===== src/rtl/turnstile_pkg.sv =====
// Shared types and defaults for the turnstile input conditioner.
// Holds the coin lockout state encoding and the reject counter width.
package turnstile_pkg;

    typedef enum logic {
        IDLE   = 1'b0,
        LOCKED = 1'b1
    } coin_state_t;

    localparam int DEF_SYNC_STAGES     = 2;
    localparam int DEF_DEBOUNCE_CYCLES = 4;
    localparam int DEF_LOCKOUT_CYCLES  = 32;
    localparam int REJECT_CNT_W        = 8;

    function automatic logic [REJECT_CNT_W-1:0] sat_inc(input logic [REJECT_CNT_W-1:0] v);
        return (&v) ? v : v + REJECT_CNT_W'(1);
    endfunction

endpackage


===== src/rtl/debounce_sync.sv =====
// One contact channel: synchroniser chain followed by a debounce counter on the stable level.
// Level changes SYNC_STAGES+DEBOUNCE_CYCLES cycles after the first edge that samples a new raw value.
module debounce_sync #(
    parameter int SYNC_STAGES     = 2,
    parameter int DEBOUNCE_CYCLES = 4
) (
    input  logic clk_i,
    input  logic rst_i,
    input  logic raw_i,
    output logic level_o,
    output logic rise_nxt_o
);

    localparam int CNT_W = $clog2(DEBOUNCE_CYCLES + 1);

    logic [SYNC_STAGES-1:0] sync_q, sync_d;
    logic [CNT_W-1:0]       cnt_q, cnt_d;
    logic                   level_q, level_d;
    logic                   synced;

    always_comb begin
        sync_d  = {sync_q[SYNC_STAGES-2:0], raw_i};
        synced  = sync_q[SYNC_STAGES-1];
        cnt_d   = '0;
        level_d = level_q;
        // Any sample agreeing with the stable level restarts the count.
        if (synced != level_q) begin
            if (cnt_q == CNT_W'(DEBOUNCE_CYCLES)) begin
                level_d = synced;
            end else begin
                cnt_d = cnt_q + CNT_W'(1);
            end
        end
    end

    always_ff @(posedge clk_i) begin
        if (rst_i) begin
            sync_q  <= '0;
            cnt_q   <= '0;
            level_q <= 1'b0;
        end else begin
            sync_q  <= sync_d;
            cnt_q   <= cnt_d;
            level_q <= level_d;
        end
    end

    // Consumers register this so their pulse lands in the first cycle level_o reads 1.
    assign level_o    = level_q;
    assign rise_nxt_o = level_d & ~level_q;

endmodule


===== src/rtl/turnstile_input_cond.sv =====
// Debounced coin/push event generator feeding the turnstile FSM, with coin lockout and reject count.
// Pulses are registered and coincide with the first cycle of the debounced high level.
module turnstile_input_cond
    import turnstile_pkg::*;
#(
    parameter int SYNC_STAGES     = DEF_SYNC_STAGES,
    parameter int DEBOUNCE_CYCLES = DEF_DEBOUNCE_CYCLES,
    parameter int LOCKOUT_CYCLES  = DEF_LOCKOUT_CYCLES
) (
    input  logic                    clk_i,
    input  logic                    rst_i,
    input  logic                    coin_raw_i,
    input  logic                    push_raw_i,
    output logic                    coin_o,
    output logic                    push_o,
    output logic                    coin_level_o,
    output logic                    push_level_o,
    output logic                    coin_reject_o,
    output logic [REJECT_CNT_W-1:0] reject_count_o
);

    localparam int LK_W = $clog2(LOCKOUT_CYCLES + 1);

    logic coin_rise_nxt, push_rise_nxt;

    debounce_sync #(
        .SYNC_STAGES    (SYNC_STAGES),
        .DEBOUNCE_CYCLES(DEBOUNCE_CYCLES)
    ) u_coin_ds (
        .clk_i     (clk_i),
        .rst_i     (rst_i),
        .raw_i     (coin_raw_i),
        .level_o   (coin_level_o),
        .rise_nxt_o(coin_rise_nxt)
    );

    debounce_sync #(
        .SYNC_STAGES    (SYNC_STAGES),
        .DEBOUNCE_CYCLES(DEBOUNCE_CYCLES)
    ) u_push_ds (
        .clk_i     (clk_i),
        .rst_i     (rst_i),
        .raw_i     (push_raw_i),
        .level_o   (push_level_o),
        .rise_nxt_o(push_rise_nxt)
    );

    coin_state_t             state_q, state_d;
    logic [LK_W-1:0]         lk_q, lk_d;
    logic                    coin_q, coin_d;
    logic                    rej_q, rej_d;
    logic                    push_q, push_d;
    logic [REJECT_CNT_W-1:0] cnt_q, cnt_d;
    logic                    lock_ends;

    always_comb begin
        state_d   = state_q;
        lk_d      = lk_q;
        coin_d    = 1'b0;
        rej_d     = 1'b0;
        cnt_d     = cnt_q;
        push_d    = push_rise_nxt;
        lock_ends = (lk_q <= LK_W'(1));

        if (state_q == LOCKED) begin
            if (lock_ends) begin
                state_d = IDLE;
                lk_d    = '0;
            end else begin
                lk_d = lk_q - LK_W'(1);
            end
        end

        // A rise landing in the cycle the lockout runs out is already free to credit.
        if (coin_rise_nxt) begin
            if (state_q == IDLE || lock_ends) begin
                coin_d  = 1'b1;
                state_d = LOCKED;
                lk_d    = LK_W'(LOCKOUT_CYCLES);
            end else begin
                rej_d = 1'b1;
                cnt_d = sat_inc(cnt_q);
            end
        end
    end

    always_ff @(posedge clk_i) begin
        if (rst_i) begin
            state_q <= IDLE;
            lk_q    <= '0;
            coin_q  <= 1'b0;
            rej_q   <= 1'b0;
            push_q  <= 1'b0;
            cnt_q   <= '0;
        end else begin
            state_q <= state_d;
            lk_q    <= lk_d;
            coin_q  <= coin_d;
            rej_q   <= rej_d;
            push_q  <= push_d;
            cnt_q   <= cnt_d;
        end
    end

    assign coin_o         = coin_q;
    assign push_o         = push_q;
    assign coin_reject_o  = rej_q;
    assign reject_count_o = cnt_q;

endmodule

===== config.mk =====
export PLATFORM = sky130hd
export DESIGN_NAME = turnstile_input_cond
export DESIGN_NICKNAME = d
export VERILOG_FILES = /design/src/rtl/turnstile_pkg.sv /design/src/rtl/debounce_sync.sv /design/src/rtl/turnstile_input_cond.sv
export SDC_FILE = /design/constraint.sdc
export NUM_CORES = 1
export LEC_CHECK = 0
export ABC_AREA = 1
export CAP_MARGIN = 25
export CORE_MARGIN = 2
export CORE_UTILIZATION = 35
export CTS_CLUSTER_SIZE = 24
export DETAILED_ROUTE_END_ITERATION = 8
export GPL_ROUTABILITY_DRIVEN = 1
export HOLD_SLACK_MARGIN = 0.02
export PLACE_DENSITY_LB_ADDON = 0.12
export SLEW_MARGIN = 20
export SYNTH_ARGS = -nofsm -noshare
export SYNTH_HDL_FRONTEND = slang
export SYNTH_HIERARCHICAL = 1
export SYNTH_SLANG_ARGS = --single-unit
export TNS_END_PERCENT = 5

===== constraint.sdc =====
create_clock -name clk_i -period 1.85 [get_ports clk_i]
set_input_delay 0.2775 -clock clk_i [delete_from_list [all_inputs] [get_ports clk_i]]
set_output_delay 0.2775 -clock clk_i [all_outputs]
set_load 0.02 [all_outputs]

==> metrics.txt, run 1 <==
status=completed; Reg2Reg Capture Point=reject_count_o[5]; Die Span Y=67.84 um; total power=1.216 mW; Placed Cells=257; Top delay family on crit path=buffers and inverters; WP data required=1.57 ns; worst slew pin tran=0.3778 ns; Buf/Inv on CP=1; Distinct cells, synth=22; Slew Limit Fails=0; diode count=0; Final Non-Filler Cells=265; Initial Utilization=35.92%; sequential area share after synthesis=42.11%; P&R area growth vs syn=22.72%; post-synthesis simple-gate area fraction=31.93%; CTS Buf Count=5; fin crit period=1.658 ns; syn_nets=201; CP Capture Type=output pin; Int Pwr=0.9654 mW; CP startpoint kind=flip-flop; hold crit path type=flip-flop to flip-flop; Net Sw Power=0.2504 mW; Overall Global Routing Usage=13.59%; Hold Path Cell Cnt=2; worst hold margin=0.4006 ns; via count=1,176; post-placement worst setup slack=0.2924 ns; crit path cell chain=clkdlybuf4s50_1; fin util=44.08%; Sw Share=20.60%; PwrDens=694.6 nW/um^2; vias per cell=4.438; most common cell after layout, fill and taps aside=nand2_1; mux cell area share after synthesis=0%; CP Max Fanout=6; Pre-antenna DRT Iters=4; Post-Synth XOR/XNOR Area=4.298%; largest family of logic cells by synthesized area=simple AND/OR/NAND/NOR gates; Final TNS setup=0 ns; max_cap viols=0; Fin Clk Skew=0.003137 ns; clock transition at the registers of the reported paths=0.06 ns; Routed Antenna Nets=0; # rows=23; global route overflow=0; Static Leak=0.7287 nW; combinational group share of total power=2.8%; layout net count=225; Mapped Avg Cell Area=7.507 sq um; Yosys reg bits=30; Die X=67.84 um; Largest stage delay, worst path=0.65 ns; Placer Congestion=0.7521; Synth Area in Adders=6.140%; postcts setup bufs=0; layout cells sized above 1=13.49%; Worst Reg-to-Reg Cells=8; hpwl dp=1939 um; # setup viols final=0; design area=1750 sq um; Max Root-Sink Buffers=2; most frequent cells in the layout=nand2_1 (48), dfxtp_1 (30), nor2_1 (29), inv_1 (27), clkdlybuf4s50_1 (16); hold buffer count at CTS=0; placed cell area=1659 sq um; Ys Warns=6; Synth Cell Area=1426 sq um; vias in the first global route=1,085; largest net degree at the start of global routing=13; Slew headroom=74.72%; Initial DRC Count=23; CTS tree=done; r2r startpoint=u_coin_ds/cnt_q[0]; Final period util=89.64%; CTS-repair resized insts=0; R2R setup slack=0.30 ns; sequential share of power=53.8%; die footprint=4602 sq um; IR drop worst, VDD=465.6 uV; PortBufs=16; RSZ-0062 raised after global routing=no; Top-Level Pins=17; FMAX=0.6030 GHz; final WL=2535 um; final worst slack=0.1916 ns; Critical Path AT=1.38 ns; clock network power share=43.4%; CTS sink count=30; wire length per cell=9.566 um; Clock Tree Root=clkbuf_8; initial antenna violation count=0; Slowest cell on crit path=clkdlybuf4s50_1; Core ar.=3971 sq um; first-pass GRT wire length=4581 um; Skew-Pair Late Insertion Delay=0.28 ns; Final Hold Vio Count=0; drt drc=0; hold endpoint=u_coin_ds/sync_q[1]; Hold Startpoint=u_coin_ds/sync_q[0]; compound-gate portion of the synthesized area=7.281%; critical path type=flip-flop to output pin; Post-Syn Instances=190; H-Tree Depth=2
[synthesized netlist by cell type, drive strengths merged]
library cell	count	area [sq um]
xnor2	2	17.52
dfxtp	30	600.6
nand3	3	30.03
nand3b	2	15.01
o21ai	7	35.03
nand2	54	217.7
o22ai	1	6.260
inv	30	112.6
nor2	35	166.4
buf	1	5.000
xor2	5	43.79
a21oi	10	53.80
a2bb2oi	1	8.760
nor3	1	5.000
nand4	1	21.27
ha	7	87.58
[flip-flops by register name, indices dropped and copies added, names as in the netlist]
name / flops
coin_o: 1
coin_reject_o: 1
lk_q: 6
push_o: 1
reject_count_o: 8
state_q: 1
u_coin_ds/cnt_q: 3
u_coin_ds/level_o: 1
u_coin_ds/sync_q: 2
u_push_ds/cnt_q: 3
u_push_ds/level_o: 1
u_push_ds/sync_q: 2
[layout make-up]
class / count / area, sq um
clock buffer: 7 / 86.33
clock inverter: 1 / 5.005
fill: 401 / 2221
inverter: 30 / 112.6
multi-input combinational: 129 / 708.2
sequential: 30 / 600.6
tap: 50 / 62.56
timing repair buffer: 18 / 175.2
[kinds of logic after synthesis]
kind of cell    after synthesis
simple gates                 96
fa+ha+maj                     7
compound gates               19
xor+xnor                      7
flops                        30
buf+inv                      31
[power by group through the flow]
stage / logic, mW / registers (mW) / clock network, mW
2_1_floorplan: 0.0187 / 0.668 / 0
3_3_place_gp: 0.0338 / 0.668 / 0
3_5_place_dp: 0.0347 / 0.668 / 0
6_report: 0.0340 / 0.654 / 0.528
5_1_grt: 0.0394 / 0.654 / 0.583
4_1_cts: 0.0348 / 0.654 / 0.552
[layer usage]
metal  global-route usage, %  vias to the layer above  routed length (um)
met5                       0                        -                   0
met4                   6.750                        0                  54
met3                   5.263                        6                 127
met2                   22.06                       22                1239
met1                   15.59                      520                1114
li1                        -                      628                   -
[tightest hold or removal path: stages (launching register included)]
cell,delay (ns)
dfxtp_1,0.29
inv_1,0.04
nor2_1,0.03
[how the worst max path moves through the flow]
| stage | start | end | slack (ns) | cells past startpoint |
|---|---|---|---|---|
| 3_3_place_gp | rst_i | lk_q[3] | 0.33 | 6 |
| 3_5_place_dp | u_coin_ds/cnt_q[0] | reject_count_o[5] | 0.29 | 8 |
| 6_report | reject_count_o[2] | reject_count_o[2] | 0.19 | 1 |
| 4_1_cts | reject_count_o[2] | reject_count_o[2] | 0.18 | 1 |
| 2_1_floorplan | u_coin_ds/cnt_q[0] | reject_count_o[5] | 0.45 | 8 |
| 5_1_grt | u_coin_ds/cnt_q[0] | reject_count_o[6] | 0.06 | 8 |
No activity file was read; power rests on OpenSTA's default activity.
==> run 2: changes to the inputs <==
--- a/config.mk
+++ b/config.mk
@@ -8,7 +8,8 @@
 export ABC_AREA = 1
 export CAP_MARGIN = 25
 export CORE_MARGIN = 2
-export CORE_UTILIZATION = 35
+export CORE_UTILIZATION = 57
+export CTS_BUF_LIST = sky130_fd_sc_hd__clkbuf_4
 export CTS_CLUSTER_SIZE = 24
 export DETAILED_ROUTE_END_ITERATION = 8
 export GPL_ROUTABILITY_DRIVEN = 1
==> constraint.sdc (replaced) <==
create_clock -name clk_i -period 1.9 [get_ports clk_i]
set_input_delay 0.285 -clock clk_i [delete_from_list [all_inputs] [get_ports clk_i]]
set_output_delay 0.285 -clock clk_i [all_outputs]
set_load 0.02 [all_outputs]
==> run 2 against run 1 <==
Effect of this change: sequential share of layout area up 1.4 points; worst hold slack gained 0.0088 ns; clock-buffer cell count is 2 lower; combinational power fell by 2%; global-route usage grew 8.0 points; utilization grew 25 points; sequential cell count is the same; critical endpoint unchanged; largest cell class unchanged.
==> metrics.txt, run 2 (synthesis results as in run 1) <==
status=completed (unchanged); hold crit path type=flip-flop to flip-flop (unchanged); initial antenna violation count=0 (unchanged); Reg2Reg Capture Point=reject_count_o[3] (was reject_count_o[5]); crit path cell chain=clkdlybuf4s50_1 (unchanged); Worst Reg-to-Reg Cells=8 (unchanged); FILL cells=204 (was 401); Skew-Pair Late Insertion Delay=0.33 ns (was 0.28 ns); vias in the first global route=1,097 (was 1,085); via count=1,200 (was 1,176); Die X=54.03 um (was 67.84 um); WP data required=1.62 ns (was 1.57 ns); worst hold margin=0.4094 ns (was 0.4006 ns); RSZ-0062 raised after global routing=no (unchanged); CP Capture Type=output pin (unchanged); postcts setup bufs=0 (unchanged); hpwl dp=1992 um (was 1939 um); Die Span Y=54.03 um (was 67.84 um); Final Non-Filler Cells=244 (was 265); CTS Buf Count=5 (unchanged); layout cells sized above 1=13.55% (was 13.49%); Core ar.=2432 sq um (was 3971 sq um); clock transition at the registers of the reported paths=0.09 ns (was 0.06 ns); P&R area growth vs syn=17.89% (was 22.72%); CP Max Fanout=6 (unchanged); r2r startpoint=u_coin_ds/cnt_q[0] (unchanged); most frequent cells in the layout=nand2_1 (48), dfxtp_1 (30), nor2_1 (29), inv_1 (27), clkdlybuf4s50_1 (16) (unchanged); fin crit period=1.721 ns; Pre-antenna DRT Iters=4 (unchanged); global route overflow=0 (unchanged); Buf/Inv on CP=1 (unchanged); CTS-repair resized insts=0 (unchanged); Final TNS setup=0 ns (unchanged); die footprint=2919 sq um (was 4602 sq um); max_cap viols=0 (unchanged); Initial Utilization=58.64% (was 35.92%); first-pass GRT wire length=4416 um (was 4581 um); Overall Global Routing Usage=21.59% (was 13.59%); Slew Limit Fails=0 (unchanged); total power=1.011 mW (was 1.216 mW); Slew headroom=72.25% (was 74.72%); CTS sink count=30 (unchanged); FMAX=0.5812 GHz; Final Hold Vio Count=0 (unchanged); H-Tree Depth=2 (unchanged); critical path type=flip-flop to output pin (unchanged); Placer Congestion=0.8266 (was 0.7521); R2R setup slack=0.29 ns (was 0.30 ns); CP startpoint kind=flip-flop (unchanged); Multi-input gate area=708.2 sq um (unchanged); most common cell after layout, fill and taps aside=nand2_1 (unchanged); Routed Antenna Nets=0 (unchanged); Final period util=90.55%; Fin Clk Skew=0.01563 ns (was 0.003137 ns); Initial DRC Count=25 (was 23); IR drop worst, VDD=566.3 uV (was 465.6 uV); layout net count=225 (unchanged); Max Root-Sink Buffers=2 (unchanged); wire length per cell=10.53 um (was 9.566 um); Top delay family on crit path=buffers and inverters (unchanged); PwrDens=601.3 nW/um^2 (was 694.6 nW/um^2); max reg flops=8 (unchanged); Slowest cell on crit path=clkdlybuf4s50_1 (unchanged); PortBufs=16 (unchanged); final worst slack=0.1795 ns (was 0.1916 ns); Worst Setup SP=reject_count_o[2] (unchanged); Top-Level Pins=17 (unchanged); Critical Path AT=1.44 ns (was 1.38 ns); Placed Cells=237 (was 257); # setup viols final=0 (unchanged); largest net degree at the start of global routing=10 (was 13); Static Leak=0.7113 nW (was 0.7287 nW); CTS tree=done (unchanged); drt drc=0 (unchanged); vias per cell=4.918 (was 4.438); Clock Tree Root=clkbuf_4 (was clkbuf_8); diode count=0 (unchanged); Hold Path Cell Cnt=2 (unchanged); Largest stage delay, worst path=0.65 ns (about the same); final WL=2570 um (was 2535 um); # rows=18 (was 23); hold endpoint=u_push_ds/sync_q[1] (was u_coin_ds/sync_q[1]); worst slew pin tran=0.4148 ns (was 0.3778 ns); Hold Startpoint=u_push_ds/sync_q[0] (was u_coin_ds/sync_q[0]); post-placement worst setup slack=0.2719 ns (was 0.2924 ns); hold buffer count at CTS=0 (unchanged); sequential cell area=600.6 sq um (unchanged)
run 2: cell types whose count changed in the layout (fill, tap and decap cells not counted), sizes merged:
cell	before	now
clkbuf	7	5
clkinv	1	2
run 2: routing by layer:
layer	wire (um)	share of wire, %	up-vias	track usage (%)
met5	0	0	-	0
met4	46	1.8	0	10.00
met3	135	5.3	5	8.611
met2	1293	50	25	36.59
met1	1095	43	543	23.50
li1	-	-	627	-
run 2: worst max-delay path by stage:
stage / to / cells past startpoint / slack, ns
finish: reject_count_o[2] / 1 / 0.18
global route: reject_count_o[3] / 8 / 0.08
CTS: reject_count_o[2] / 1 / 0.15
detailed placement: reject_count_o[3] / 8 / 0.27
global placement: reject_count_o[7] / 8 / 0.34
floorplan: reject_count_o[5] / 8 / 0.50
run 2: area by class of cell:
type                            count  share of cell area (%)
Multi-Input combinational cell    129                   42.11
Sequential cell                    30                   35.71
Timing Repair Buffer               18                   10.42
Inverter                           30                   6.696
Clock buffer                        5                   2.232
Tap cell                           30                   2.232
Clock inverter                      2                  0.5952
run 2: power breakdown:
part           internal (mW)  switching (mW)  total, mW
combinational         0.0144          0.0188     0.0332
clock                  0.133           0.209      0.342
sequential             0.633         0.00273      0.636
total                  0.780           0.231       1.01
run 2: metrics by stage:
stage / cell area, sq um / util (%)
floorplan: 1426 / -
global placement: 1634 / 67.18
detailed placement: 1634 / 67.18
CTS: 1682 / 69.14
global route: 1682 / 69.14
finish: 1682 / 69.14
run 2: worst register-to-register path, cell delays in order, from the launching register on:
cell and delay [ns]:
dfxtp_1 0.33, inv_1 0.06, ha_1 0.18, nand2_2 0.08, nor2_1 0.35, nand3_2 0.14
nor2_4 0.19, nand2_1 0.07, a21oi_1 0.15
==> run 3: changes to the inputs <==
--- a/config.mk
+++ b/config.mk
@@ -5,11 +5,11 @@
 export SDC_FILE = /design/constraint.sdc
 export NUM_CORES = 1
 export LEC_CHECK = 0
-export ABC_AREA = 1
 export CAP_MARGIN = 25
 export CORE_MARGIN = 2
 export CORE_UTILIZATION = 57
 export CTS_BUF_LIST = sky130_fd_sc_hd__clkbuf_4
+export CTS_CLUSTER_DIAMETER = 60
 export CTS_CLUSTER_SIZE = 24
 export DETAILED_ROUTE_END_ITERATION = 8
 export GPL_ROUTABILITY_DRIVEN = 1
==> run 3 against run 2 <==
Effect of this change: final cell count shrank 16%; sequential cell count did not move; sequential power barely moved; clock power about the same.
==> metrics.txt, run 3 <==
Post-Syn Instances=144 (was 190); max reg flops=8 (unchanged); most frequent cells in the layout=dfxtp_1 (27), clkdlybuf4s50_1 (16), buf_4 (14), inv_1 (10) (was nand2_1 (48), dfxtp_1 (30), nor2_1 (29), inv_1 (27), clkdlybuf4s50_1 (16)); cell taking the most area after synthesis=dfxtp_1 (unchanged); r2r startpoint=u_coin_ds/cnt_q[0] (unchanged); Final TNS setup=0 ns (unchanged); Slew Limit Fails=0 (unchanged); Slew headroom=63.93% (was 72.25%); placed cell area=1663 sq um (was 1634 sq um); worst slew pin tran=0.5273 ns (was 0.4148 ns); drt drc=0 (unchanged); CTS Buf Count=5 (unchanged); initial antenna violation count=0 (unchanged); Int Pwr=0.7810 mW (was 0.7804 mW); Pre-antenna DRT Iters=4 (unchanged); design area=1734 sq um (was 1682 sq um); Final period util=98.85% (was 90.55%); Synth Cell Area=1388 sq um (was 1426 sq um); vias in the first global route=1,139 (was 1,097); H-Tree Depth=2 (unchanged); die footprint=2845 sq um (was 2919 sq um); CP Max Fanout=3 (was 6); Clock Tree Root=clkbuf_4 (unchanged); hold crit path type=flip-flop to flip-flop (unchanged); CP Capture Type=flip-flop (was output pin); Area contributors post-synth=dfxtp_1 (43%), ha_1 (6.3%), a21oi_1 (3.6%), o31ai_1 (3.2%), nor2b_1 (3.2%) (was dfxtp_1 (42%), nand2_1 (13%), nor2_1 (7.6%), inv_1 (7.1%), ha_1 (6.1%)); share of synthesized flip-flops with an asynchronous set or reset=0% (unchanged); Buf/Inv on CP=1 (unchanged); RSZ-0062 raised after global routing=yes (was no); Top-Level Pins=17 (unchanged); PwrDens=585.8 nW/um^2 (was 601.3 nW/um^2); first-pass GRT wire length=4878 um (was 4416 um); # setup viols final=0 (unchanged); Distinct cells, synth=41 (was 22); IR drop worst, VDD=475.5 uV (was 566.3 uV); Net Sw Power=0.2348 mW (was 0.2308 mW); Initial DRC Count=10 (was 25); Largest stage delay, worst path=0.47 ns (was 0.65 ns); syn_nets=155 (was 201); Routed Antenna Nets=0 (unchanged); Yosys reg bits=30 (unchanged); WP data required=2.17 ns (was 1.62 ns); top cells by count, synth=dfxtp_1 (30), a21oi_1 (10), inv_1 (10) (was nand2_1 (48), dfxtp_1 (30), nor2_1 (29)); Hold Startpoint=u_coin_ds/cnt_q[0] (was u_push_ds/sync_q[0]); Hold Path Cell Cnt=1 (was 2); largest net degree at the start of global routing=17 (was 10); status=completed (unchanged); clock transition at the registers of the reported paths=0.10 ns (was 0.09 ns); Slowest cell on crit path=or4_1 (was clkdlybuf4s50_1); PortBufs=16 (unchanged); FMAX=0.5325 GHz (was 0.5812 GHz); CP startpoint kind=flip-flop (unchanged); Fin Clk Skew=0.01414 ns (was 0.01563 ns); diode count=0 (unchanged); crit path cell chain=inv_1 > ha_2 > and4b_2 > nand2_1 > or3_1 > or4_1 > a21oi_2 (was clkdlybuf4s50_1); post-synth top area share=43.28% (was 42.11%); Reg2Reg Capture Point=reject_count_o[6] (was reject_count_o[3]); fin crit period=1.878 ns (was 1.721 ns); layout net count=187 (was 225); max_cap viols=0 (unchanged); P&R area growth vs syn=24.98% (was 17.89%); Top delay family on crit path=simple AND/OR/NAND/NOR gates (was buffers and inverters); most common cell after layout, fill and taps aside=dfxtp_1 (was nand2_1); Post-synth top flop=dfxtp_1 (unchanged); Final Hold Vio Count=0 (unchanged); Mapped Avg Cell Area=9.636 sq um (was 7.507 sq um); combinational group share of total power=3.5% (was 3.3%); CTS tree=done (unchanged); R2R setup slack=0.02 ns (was 0.29 ns); Core ar.=2255 sq um (was 2432 sq um); Skew-Pair Late Insertion Delay=0.33 ns (about the same); Placer Congestion=0.8964 (was 0.8266); Worst Reg-to-Reg Cells=7 (was 8); Ys Warns=6 (unchanged); final WL=2902 um (was 2570 um); CTS sink count=30 (unchanged); hpwl dp=2047 um (was 1992 um); FILL cells=170 (was 204); Critical Path AT=2.15 ns (was 1.44 ns); clock network power share=33.9% (was 33.8%); Initial Utilization=61.54% (was 58.64%); vias per cell=5.693 (was 4.918); Sw Share=23.11% (was 22.83%); layout cells sized above 1=21.47% (was 13.55%); sequential area share after synthesis=43.28% (was 42.11%); hold endpoint=u_coin_ds/cnt_q[0] (was u_push_ds/sync_q[1]); Die X=53.34 um (was 54.03 um); most common cell in the synthesized netlist=dfxtp_1 (was nand2_1); global route overflow=0 (unchanged); Overall Global Routing Usage=24.10% (was 21.59%); Static Leak=0.5991 nW (was 0.7113 nW); sequential share of power=62.7% (was 62.9%); wire length per cell=14.16 um (was 10.53 um); # rows=17 (was 18); critical path type=flip-flop to flip-flop (was flip-flop to output pin); Die Span Y=53.34 um (was 54.03 um); hold buffer count at CTS=0 (unchanged); Max Root-Sink Buffers=2 (unchanged); number of enable flip-flop cells after synthesis=0 (unchanged); via count=1,167 (was 1,200)
## run 3: cell type report
cell class                      count  area [sq um]  area share (%)
Multi-Input combinational cell     99         743.2           42.86
Timing Repair Buffer               30         265.3           15.30
Tap cell                           28         35.03           2.020
Inverter                           10         37.54           2.165
Sequential cell                    30         604.3           34.85
Clock inverter                      3         11.26          0.6494
Clock buffer                        5         37.54           2.165
## run 3: power by group through the flow
stage          logic [mW]  clock network, mW  registers [mW]
2_1_floorplan      0.0169                  0           0.650
3_3_place_gp       0.0331                  0           0.651
3_5_place_dp       0.0347                  0           0.651
4_1_cts            0.0346              0.357           0.637
5_1_grt            0.0392              0.386           0.637
6_report           0.0354              0.344           0.637
## run 3: cell families after synthesis
group / synth area share, %
AO/OA/AOI/OAI: 16.68
XOR/XNOR: 2.525
adder cells (fa/ha/maj): 6.312
buffers and inverters: 4.689
flip-flops: 43.28
multiplexers: 2.615
AND/OR/NAND/NOR: 23.90
## run 3: how the worst max path moves through the flow
stage	cells after the start	to	from
2_1_floorplan	8	reject_count_o[7]	u_coin_ds/cnt_q[0]
3_3_place_gp	6	reject_count_o[3]	lk_q[0]
3_5_place_dp	7	reject_count_o[4]	lk_q[0]
4_1_cts	7	reject_count_o[7]	u_coin_ds/cnt_q[0]
5_1_grt	7	reject_count_o[6]	u_coin_ds/cnt_q[1]
6_report	7	reject_count_o[6]	u_coin_ds/cnt_q[0]
## run 3: routing by layer
metal | wire, um | track usage (%) | share of wire [%]
met3 | 100 | 7.627 | 3.4
met2 | 1502 | 42.18 | 52
met4 | 33 | 9.402 | 1.1
met1 | 1266 | 26.70 | 44
met5 | 0 | 0 | 0
## run 3: repair_timing
action / CTS / global route
resized for setup: 2 / 8
pin swaps: 0 / 3
setup buffers: 0 / 0
setup endpoints to repair: 4 / 8
## run 3: per-stage QoR
step / worst slack (ns) / std cells / util [%] / power (mW) / hold WS (ns)
floorplan: 0.01756 / 144 / - / 0.6673 / 0.3541
global placement: 0.04825 / 197 / 73.75 / 0.6837 / 0.4189
detailed placement: -0.05756 / 197 / 73.75 / 0.6859 / 0.4321
CTS: 0.02158 / 205 / 76.08 / 1.028 / 0.4545
global route: -0.05786 / 205 / 76.91 / 1.063 / 0.4617
finish: 0.02191 / 205 / 76.91 / 1.016 / 0.4440
## run 3: worst register-to-register path: cells and delay by family, from the launching register on
family | cells | cell delay, ns
compound gates | 1 | 0.14
fa+ha+maj | 1 | 0.16
buf+inv | 1 | 0.05
flops | 1 | 0.33
simple gates | 4 | 1.16
